==> src/rtl/display_pkg.sv <==
// Shared types and default geometry for the display manager slice.
// The frame is one full clear followed by alternating pipe passes.
package display_pkg;

   localparam int DEF_SCREEN_W   = 640;
   localparam int DEF_SCREEN_H   = 480;
   localparam int DEF_PIPE_W     = 50;
   localparam int DEF_PASS_LIMIT = 1023;
   localparam int COORD_W        = 11;
   localparam int CNT_W          = 10;

   typedef enum logic [1:0] {
      ST_CLEAR = 2'd0,
      ST_PIPE1 = 2'd1,
      ST_PIPE2 = 2'd2
   } state_t;

   // A pipe starting below the visible area still draws the bottom row.
   function automatic logic [COORD_W-1:0] clamp_row(input logic [COORD_W-1:0] row_in,
                                                    input int screen_h);
      if (row_in >= COORD_W'(screen_h)) begin
         return COORD_W'(screen_h - 1);
      end else begin
         return row_in;
      end
   endfunction

endpackage

==> src/rtl/clear_screen.sv <==
// Row-major full-screen scanner used to erase the frame, one pixel per
// enabled cycle; parks at (0,0) whenever disabled.
module clear_screen
   import display_pkg::*;
#(
   parameter int SCREEN_W = DEF_SCREEN_W,
   parameter int SCREEN_H = DEF_SCREEN_H
) (
   input  logic               clk,
   input  logic               reset,
   input  logic               enable,
   output logic               done,
   output logic [COORD_W-1:0] x,
   output logic [COORD_W-1:0] y
);

   logic [COORD_W-1:0] x_r;
   logic [COORD_W-1:0] y_r;
   logic               last_col_s;

   assign last_col_s = (x_r == COORD_W'(SCREEN_W - 1));
   assign done       = enable && last_col_s && (y_r == COORD_W'(SCREEN_H - 1));
   assign x          = x_r;
   assign y          = y_r;

   // Scan position: held at origin while idle, wraps to origin after the last pixel.
   always_ff @(posedge clk or negedge reset) begin
      if (!reset) begin
         x_r <= '0;
         y_r <= '0;
      end else if (!enable || done) begin
         x_r <= '0;
         y_r <= '0;
      end else if (last_col_s) begin
         x_r <= '0;
         y_r <= y_r + COORD_W'(1);
      end else begin
         x_r <= x_r + COORD_W'(1);
         y_r <= y_r;
      end
   end

endmodule

==> src/rtl/pipe_drawer.sv <==
// Draws one pipe: PIPE_W columns from pipe_x, rows from pipe_y to the bottom.
// Position is kept as offsets so live pipe_x/pipe_y changes apply at once.
module pipe_drawer
   import display_pkg::*;
#(
   parameter int SCREEN_H = DEF_SCREEN_H,
   parameter int PIPE_W   = DEF_PIPE_W
) (
   input  logic               clk,
   input  logic               reset,
   input  logic               enable,
   output logic               done,
   input  logic [COORD_W-1:0] pipe_x,
   input  logic [COORD_W-1:0] pipe_y,
   output logic [COORD_W-1:0] x,
   output logic [COORD_W-1:0] y
);

   logic [COORD_W-1:0] col_r;
   logic [COORD_W-1:0] row_r;
   logic [COORD_W-1:0] origin_y_s;
   logic [COORD_W:0]   row_sum_s;
   logic               last_col_s;
   logic               last_row_s;

   assign origin_y_s = clamp_row(pipe_y, SCREEN_H);
   assign row_sum_s  = {1'b0, origin_y_s} + {1'b0, row_r};
   assign last_col_s = (col_r == COORD_W'(PIPE_W - 1));
   assign last_row_s = (row_sum_s >= (COORD_W + 1)'(SCREEN_H - 1));
   assign done       = enable && last_col_s && last_row_s;
   // Column wraps modulo 2048; there is deliberately no horizontal clipping.
   assign x          = pipe_x + col_r;
   assign y          = row_sum_s[COORD_W-1:0];

   // Offset counters: held at origin while idle, back to origin after done.
   always_ff @(posedge clk or negedge reset) begin
      if (!reset) begin
         col_r <= '0;
         row_r <= '0;
      end else if (!enable || done) begin
         col_r <= '0;
         row_r <= '0;
      end else if (last_col_s) begin
         col_r <= '0;
         row_r <= row_r + COORD_W'(1);
      end else begin
         col_r <= col_r + COORD_W'(1);
         row_r <= row_r;
      end
   end

endmodule

==> src/rtl/display_manager.sv <==
// Frame sequencer: one full clear, then PIPE1/PIPE2 passes until the
// saturating pass counter reaches PASS_LIMIT, then the next clear.
module display_manager
   import display_pkg::*;
#(
   parameter int SCREEN_W   = DEF_SCREEN_W,
   parameter int SCREEN_H   = DEF_SCREEN_H,
   parameter int PIPE_W     = DEF_PIPE_W,
   parameter int PASS_LIMIT = DEF_PASS_LIMIT
) (
   input  logic               clk,
   input  logic               reset,
   input  logic [COORD_W-1:0] pipe1_x,
   input  logic [COORD_W-1:0] pipe1_y,
   input  logic [COORD_W-1:0] pipe2_x,
   input  logic [COORD_W-1:0] pipe2_y,
   input  logic [COORD_W-1:0] bird_x,
   input  logic [COORD_W-1:0] bird_y,
   output logic               color,
   output logic [COORD_W-1:0] x,
   output logic [COORD_W-1:0] y
);

   state_t             state_r;
   state_t             state_nx_s;
   logic [CNT_W-1:0]   pass_cnt_r;
   logic               clr_done_s;
   logic               p1_done_s;
   logic               p2_done_s;
   logic               pipe_done_s;
   logic               cnt_full_s;
   logic [COORD_W-1:0] clr_x_s, clr_y_s;
   logic [COORD_W-1:0] p1_x_s, p1_y_s;
   logic [COORD_W-1:0] p2_x_s, p2_y_s;
   logic               bird_unused_s;

   // The bird is drawn elsewhere; its coordinates are accepted but not used.
   assign bird_unused_s = ^{bird_x, bird_y};

   assign pipe_done_s = p1_done_s || p2_done_s;
   assign cnt_full_s  = (pass_cnt_r == CNT_W'(PASS_LIMIT));

   clear_screen #(.SCREEN_W(SCREEN_W), .SCREEN_H(SCREEN_H)) u_clear (
      .clk(clk), .reset(reset), .enable(state_r == ST_CLEAR),
      .done(clr_done_s), .x(clr_x_s), .y(clr_y_s)
   );

   pipe_drawer #(.SCREEN_H(SCREEN_H), .PIPE_W(PIPE_W)) u_pipe1 (
      .clk(clk), .reset(reset), .enable(state_r == ST_PIPE1), .done(p1_done_s),
      .pipe_x(pipe1_x), .pipe_y(pipe1_y), .x(p1_x_s), .y(p1_y_s)
   );

   pipe_drawer #(.SCREEN_H(SCREEN_H), .PIPE_W(PIPE_W)) u_pipe2 (
      .clk(clk), .reset(reset), .enable(state_r == ST_PIPE2), .done(p2_done_s),
      .pipe_x(pipe2_x), .pipe_y(pipe2_y), .x(p2_x_s), .y(p2_y_s)
   );

   // State register.
   always_ff @(posedge clk or negedge reset) begin
      if (!reset) begin
         state_r <= ST_CLEAR;
      end else begin
         state_r <= state_nx_s;
      end
   end

   // Next-state: advance on the active drawer's done; limit check uses the pre-increment count.
   always_comb begin
      state_nx_s = state_r;
      case (state_r)
         ST_CLEAR: begin
            if (clr_done_s) state_nx_s = ST_PIPE1;
            else            state_nx_s = ST_CLEAR;
         end
         ST_PIPE1: begin
            if (p1_done_s) state_nx_s = ST_PIPE2;
            else           state_nx_s = ST_PIPE1;
         end
         ST_PIPE2: begin
            if (p2_done_s && cnt_full_s) state_nx_s = ST_CLEAR;
            else if (p2_done_s)          state_nx_s = ST_PIPE1;
            else                         state_nx_s = ST_PIPE2;
         end
         default: state_nx_s = ST_CLEAR;
      endcase
   end

   // Saturating pass counter, zeroed throughout the clear.
   always_ff @(posedge clk or negedge reset) begin
      if (!reset) begin
         pass_cnt_r <= '0;
      end else if (state_r == ST_CLEAR) begin
         pass_cnt_r <= '0;
      end else if (pipe_done_s && !cnt_full_s) begin
         pass_cnt_r <= pass_cnt_r + CNT_W'(1);
      end else begin
         pass_cnt_r <= pass_cnt_r;
      end
   end

   // Pixel output follows the drawer owned by the current state.
   always_comb begin
      x     = '0;
      y     = '0;
      color = 1'b0;
      case (state_r)
         ST_CLEAR: begin
            x     = clr_x_s;
            y     = clr_y_s;
            color = 1'b0;
         end
         ST_PIPE1: begin
            x     = p1_x_s;
            y     = p1_y_s;
            color = 1'b1;
         end
         ST_PIPE2: begin
            x     = p2_x_s;
            y     = p2_y_s;
            color = 1'b1;
         end
         default: begin
            x     = '0;
            y     = '0;
            color = 1'b0;
         end
      endcase
   end

endmodule

==> config.mk <==
export PLATFORM = sky130hd
export DESIGN_NAME = display_manager
export DESIGN_NICKNAME = d
export VERILOG_FILES = /design/src/rtl/display_pkg.sv /design/src/rtl/clear_screen.sv /design/src/rtl/pipe_drawer.sv /design/src/rtl/display_manager.sv
export SDC_FILE = /design/constraint.sdc
export NUM_CORES = 1
export LEC_CHECK = 0
export CORE_UTILIZATION = 51
export DETAILED_ROUTE_END_ITERATION = 16
export GPL_TIMING_DRIVEN = 0
export PLACE_DENSITY = 0.88
export REMOVE_ABC_BUFFERS = 1
export SYNTH_ARGS = -nofsm -noshare
export SYNTH_HDL_FRONTEND = slang
export SYNTH_HIERARCHICAL = 1
export SYNTH_SLANG_ARGS = --single-unit
==> constraint.sdc <==
create_clock -name clk -period 2.95 [get_ports clk]
set_clock_uncertainty 0.2 [all_clocks]
set_input_delay 0.295 -clock clk [delete_from_list [all_inputs] [get_ports clk]]
set_output_delay 0.295 -clock clk [all_outputs]
set_load 0.03 [all_outputs]
==> results_dict.tcl <==
set metrics [dict create \
    outcome "complete, but fails checks" \
    violations "setup timing" \
    n_fill_cell 755 \
    p_sw_uw 637 \
    drt-initial-drc-count 764 \
    synth_warnings 6 \
    cts_sinks 78 \
    maxCapViolations 0 \
    setup_slack_ns -0.672 \
    initial_utilization_pct 52.5 \
    dpl_cell_area_um2 7150 \
    synth_top_area_cell "dfrtp_1" \
    drc 0 \
    clock_latency_ns 0.35 \
    cp.required_ns 3.04 \
    areaGrowthSynthToFinish_pct 36.6 \
    cts_buffer_depth 2 \
    power_frac_clock_pct 47.7 \
    design_area_um2 8640 \
    cts_tree "done" \
    synth_area_per_cell_um2 9.04 \
    drive_above_1_share_pct 28.9 \
    critPathArrivalTime_ns 3.71 \
    synth_edf_count 0 \
    clk_pin_slew_worst_paths_ns 0.06 \
    vdd_drop_max_v 0.000229 \
    root_buffer "clkbuf_16" \
    sw_frac_of_total_pct 24.2 \
    setup_viol 46 \
    final_hold_viol_count 0 \
    power.density_nw_per_um2 304 \
    end_kind "flip-flop" \
    via_per_inst 6.72 \
    antenna_found_initial 0 \
    critical_path_class "input pin to flip-flop" \
    start_kind "input pin" \
    finalCriticalPeriod_ns 3.62 \
    worst_slew_pin_slew_ns 0.707 \
    antenna_cells 0 \
    grt_overflow 0 \
    cts_buffers 9 \
    yosysSeqAreaShare_pct 30.8 \
    die-area_um2 12900 \
    die_w_um 113 \
    combPwrFrac_pct 11.6 \
    slew_violations 0 \
    nets 942 \
    p_int_mw 1.99 \
    rows 40 \
    rsz0062_at_grt "yes" \
    wl_per_cell_um 22.2 \
    timing.hold.ws_ns 0.173 \
    ys_types 61 \
    finalWirelength_um 21900 \
    synth_top_area_share_pct 30.8 \
    syn_inst 700 \
    synth_area_leaders "dfrtp_1 31%, ha_1 11%, xnor2_1 6.2%" \
    grt_pass1_vias 6135 \
    h-tree-depth 3 \
    max_slew_margin_pct 52.8 \
    synthArstFlopShare_pct 100 \
    grt_first_pass_wirelength_um 30100 \
    vias 6639 \
    timing.fmax_mhz 276 \
    dr.pass1.iters 11 \
    pin_count 91 \
    hpwl_um 11300 \
    p_leak_nw 3.72 \
    synth-main-ff-cell "dfrtp_1" \
    core_area_um2 12100 \
    gp_congestion 0.845 \
    crit_fanout 4 \
    grt_usage_pct 29.7 \
    period_share_pct 123 \
    ff2ff_setup_slack_ns -0.62 \
    ys_ff_latch 78 \
    hold_class "input pin to asynchronous set/reset pin" \
    antenna_left 0 \
    grt_max_degree 60 \
    p_seq_share_pct 40.7 \
    synth_area_um2 6330 \
    die_h_um 113 \
    numPortBuffers 68 \
]
==> metrics by stage <==
stage	worst slack (ns)	cells	power [mW]	utilization, %	TNS (ns)
floorplan	-0.647	682	1.19	-	-10.74
global placement	-1.68	918	1.30	59.1	-169.65
detailed placement	-1.83	919	1.30	59.3	-61.25
CTS	-0.607	974	2.57	67.8	-14.41
global route	-0.756	988	2.70	71.7	-20.30
finish	-0.672	988	2.63	71.7	-16.39
==> flip-flops by register name, indices dropped and copies added (netlist names) <==
name           flops
u_pipe2/col_r     11
u_pipe1/col_r     11
u_clear/y         11
u_pipe2/row_r     11
pass_cnt_r        10
state_r            2
u_pipe1/row_r     11
u_clear/x         11
==> worst max-delay path: stages <==
cell and delay, ns:
buf_6 0.09, nand4_1 0.12, nand2_2 0.11, or2_4 0.28, ha_4 0.17, fa_2 0.38
a21o_1 0.23, buf_4 0.16, a21oi_4 0.16, xnor2_2 0.10, a31o_2 0.27, a41o_1 0.30
nor3_4 0.21, nor3_4 0.07, o21a_2 0.28, o211a_1 0.17, a21o_1 0.19, a21oi_2 0.10
==> path summary, 6_finish.rpt <==
| path | startpoint | end | cells after the start |
|---|---|---|---|
| max in group asynchronous | reset | pass_cnt_r[1] | 3 |
| min | reset | u_pipe1/row_r[8] | 2 |
| min reg2reg | u_pipe1/col_r[10] | u_pipe1/col_r[10] | 2 |
| max reg2reg | u_pipe2/row_r[0] | pass_cnt_r[6] | 14 |
| max | pipe2_y[6] | pass_cnt_r[6] | 18 |
| min in group clk | u_pipe1/col_r[10] | u_pipe1/col_r[10] | 2 |
==> area by class of cell <==
cell class | instances | area, µm² | share of cell area [%]
clock buffer | 11 | 243 | 2.81
clock inverter | 5 | 81.3 | 0.941
inverter | 28 | 108 | 1.24
multi-input combinational | 578 | 4960 | 57.4
sequential | 78 | 1960 | 22.6
tap | 168 | 210 | 2.43
timing repair buffer | 120 | 1080 | 12.5
==> synth_stat cells (6+ instances only) <==
library cell / count
dfrtp_1: 78
a222oi_1: 22
or2_2: 12
nor4_1: 7
xnor2_1: 45
o211ai_1: 7
nand2_1: 39
nand3_1: 29
inv_1: 28
a21oi_1: 36
and3_1: 19
a31oi_1: 6
o21ai_0: 14
ha_1: 55
nand4_1: 24
xor2_1: 34
nor3_1: 33
clkbuf_1: 13
or3_1: 8
nor2_1: 85
==> cell families (layout without fill, tap and decap cells) <==
logic type      after synthesis  after routing  share of synthesized area [%]
simple gates                294            294                           25.1
compound gates              137            139                           17.1
xor+xnor                     79             79                           10.9
flops                        78             78                           30.8
fa+ha+maj                    59             59                           12.1
buf+inv                      48            164                           3.24
mux                           3              3                          0.554
other cells                   2              4                          0.119
==> power by group through the flow <==
stage	Clock (mW)	Combinational [mW]	Sequential [mW]
2_1_floorplan	0	0.0981	1.09
3_3_place_gp	0	0.208	1.09
3_5_place_dp	0	0.215	1.09
4_1_cts	1.24	0.260	1.07
5_1_grt	1.30	0.323	1.07
6_report	1.25	0.305	1.07
==> layout by cell type, fill, tap and decap left out, drive strengths merged, types with 12 or more instances in the layout <==
cell	count
ha	55
a21oi	36
nand3	29
nand2	39
nor3	33
and3	21
xor2	34
xnor2	45
clkdlybuf4s50	28
inv	29
nand4	25
buf	81
nor2	85
o21ai	14
a222oi	22
clkbuf	12
or2	12
dfrtp	78
==> layer usage <==
layer / global-route usage (%) / up-vias / share of wire (%)
li1: - / 2830 / -
met1: 35.3 / 3190 / 37
met2: 51.0 / 487 / 49
met3: 6.22 / 132 / 7.9
met4: 15.0 / 0 / 6.2
met5: 0 / - / 0
==> what timing repair did <==
action	in CTS	in global routing
endpoints found under the setup margin	62	55
pin swaps	74	101
resized for setup	257	84
hold buffers	1	0
buffers inserted	36	22
gates cloned	2	0
endpoints found under the hold margin	59	0
Power figures use the tool's default switching activity.
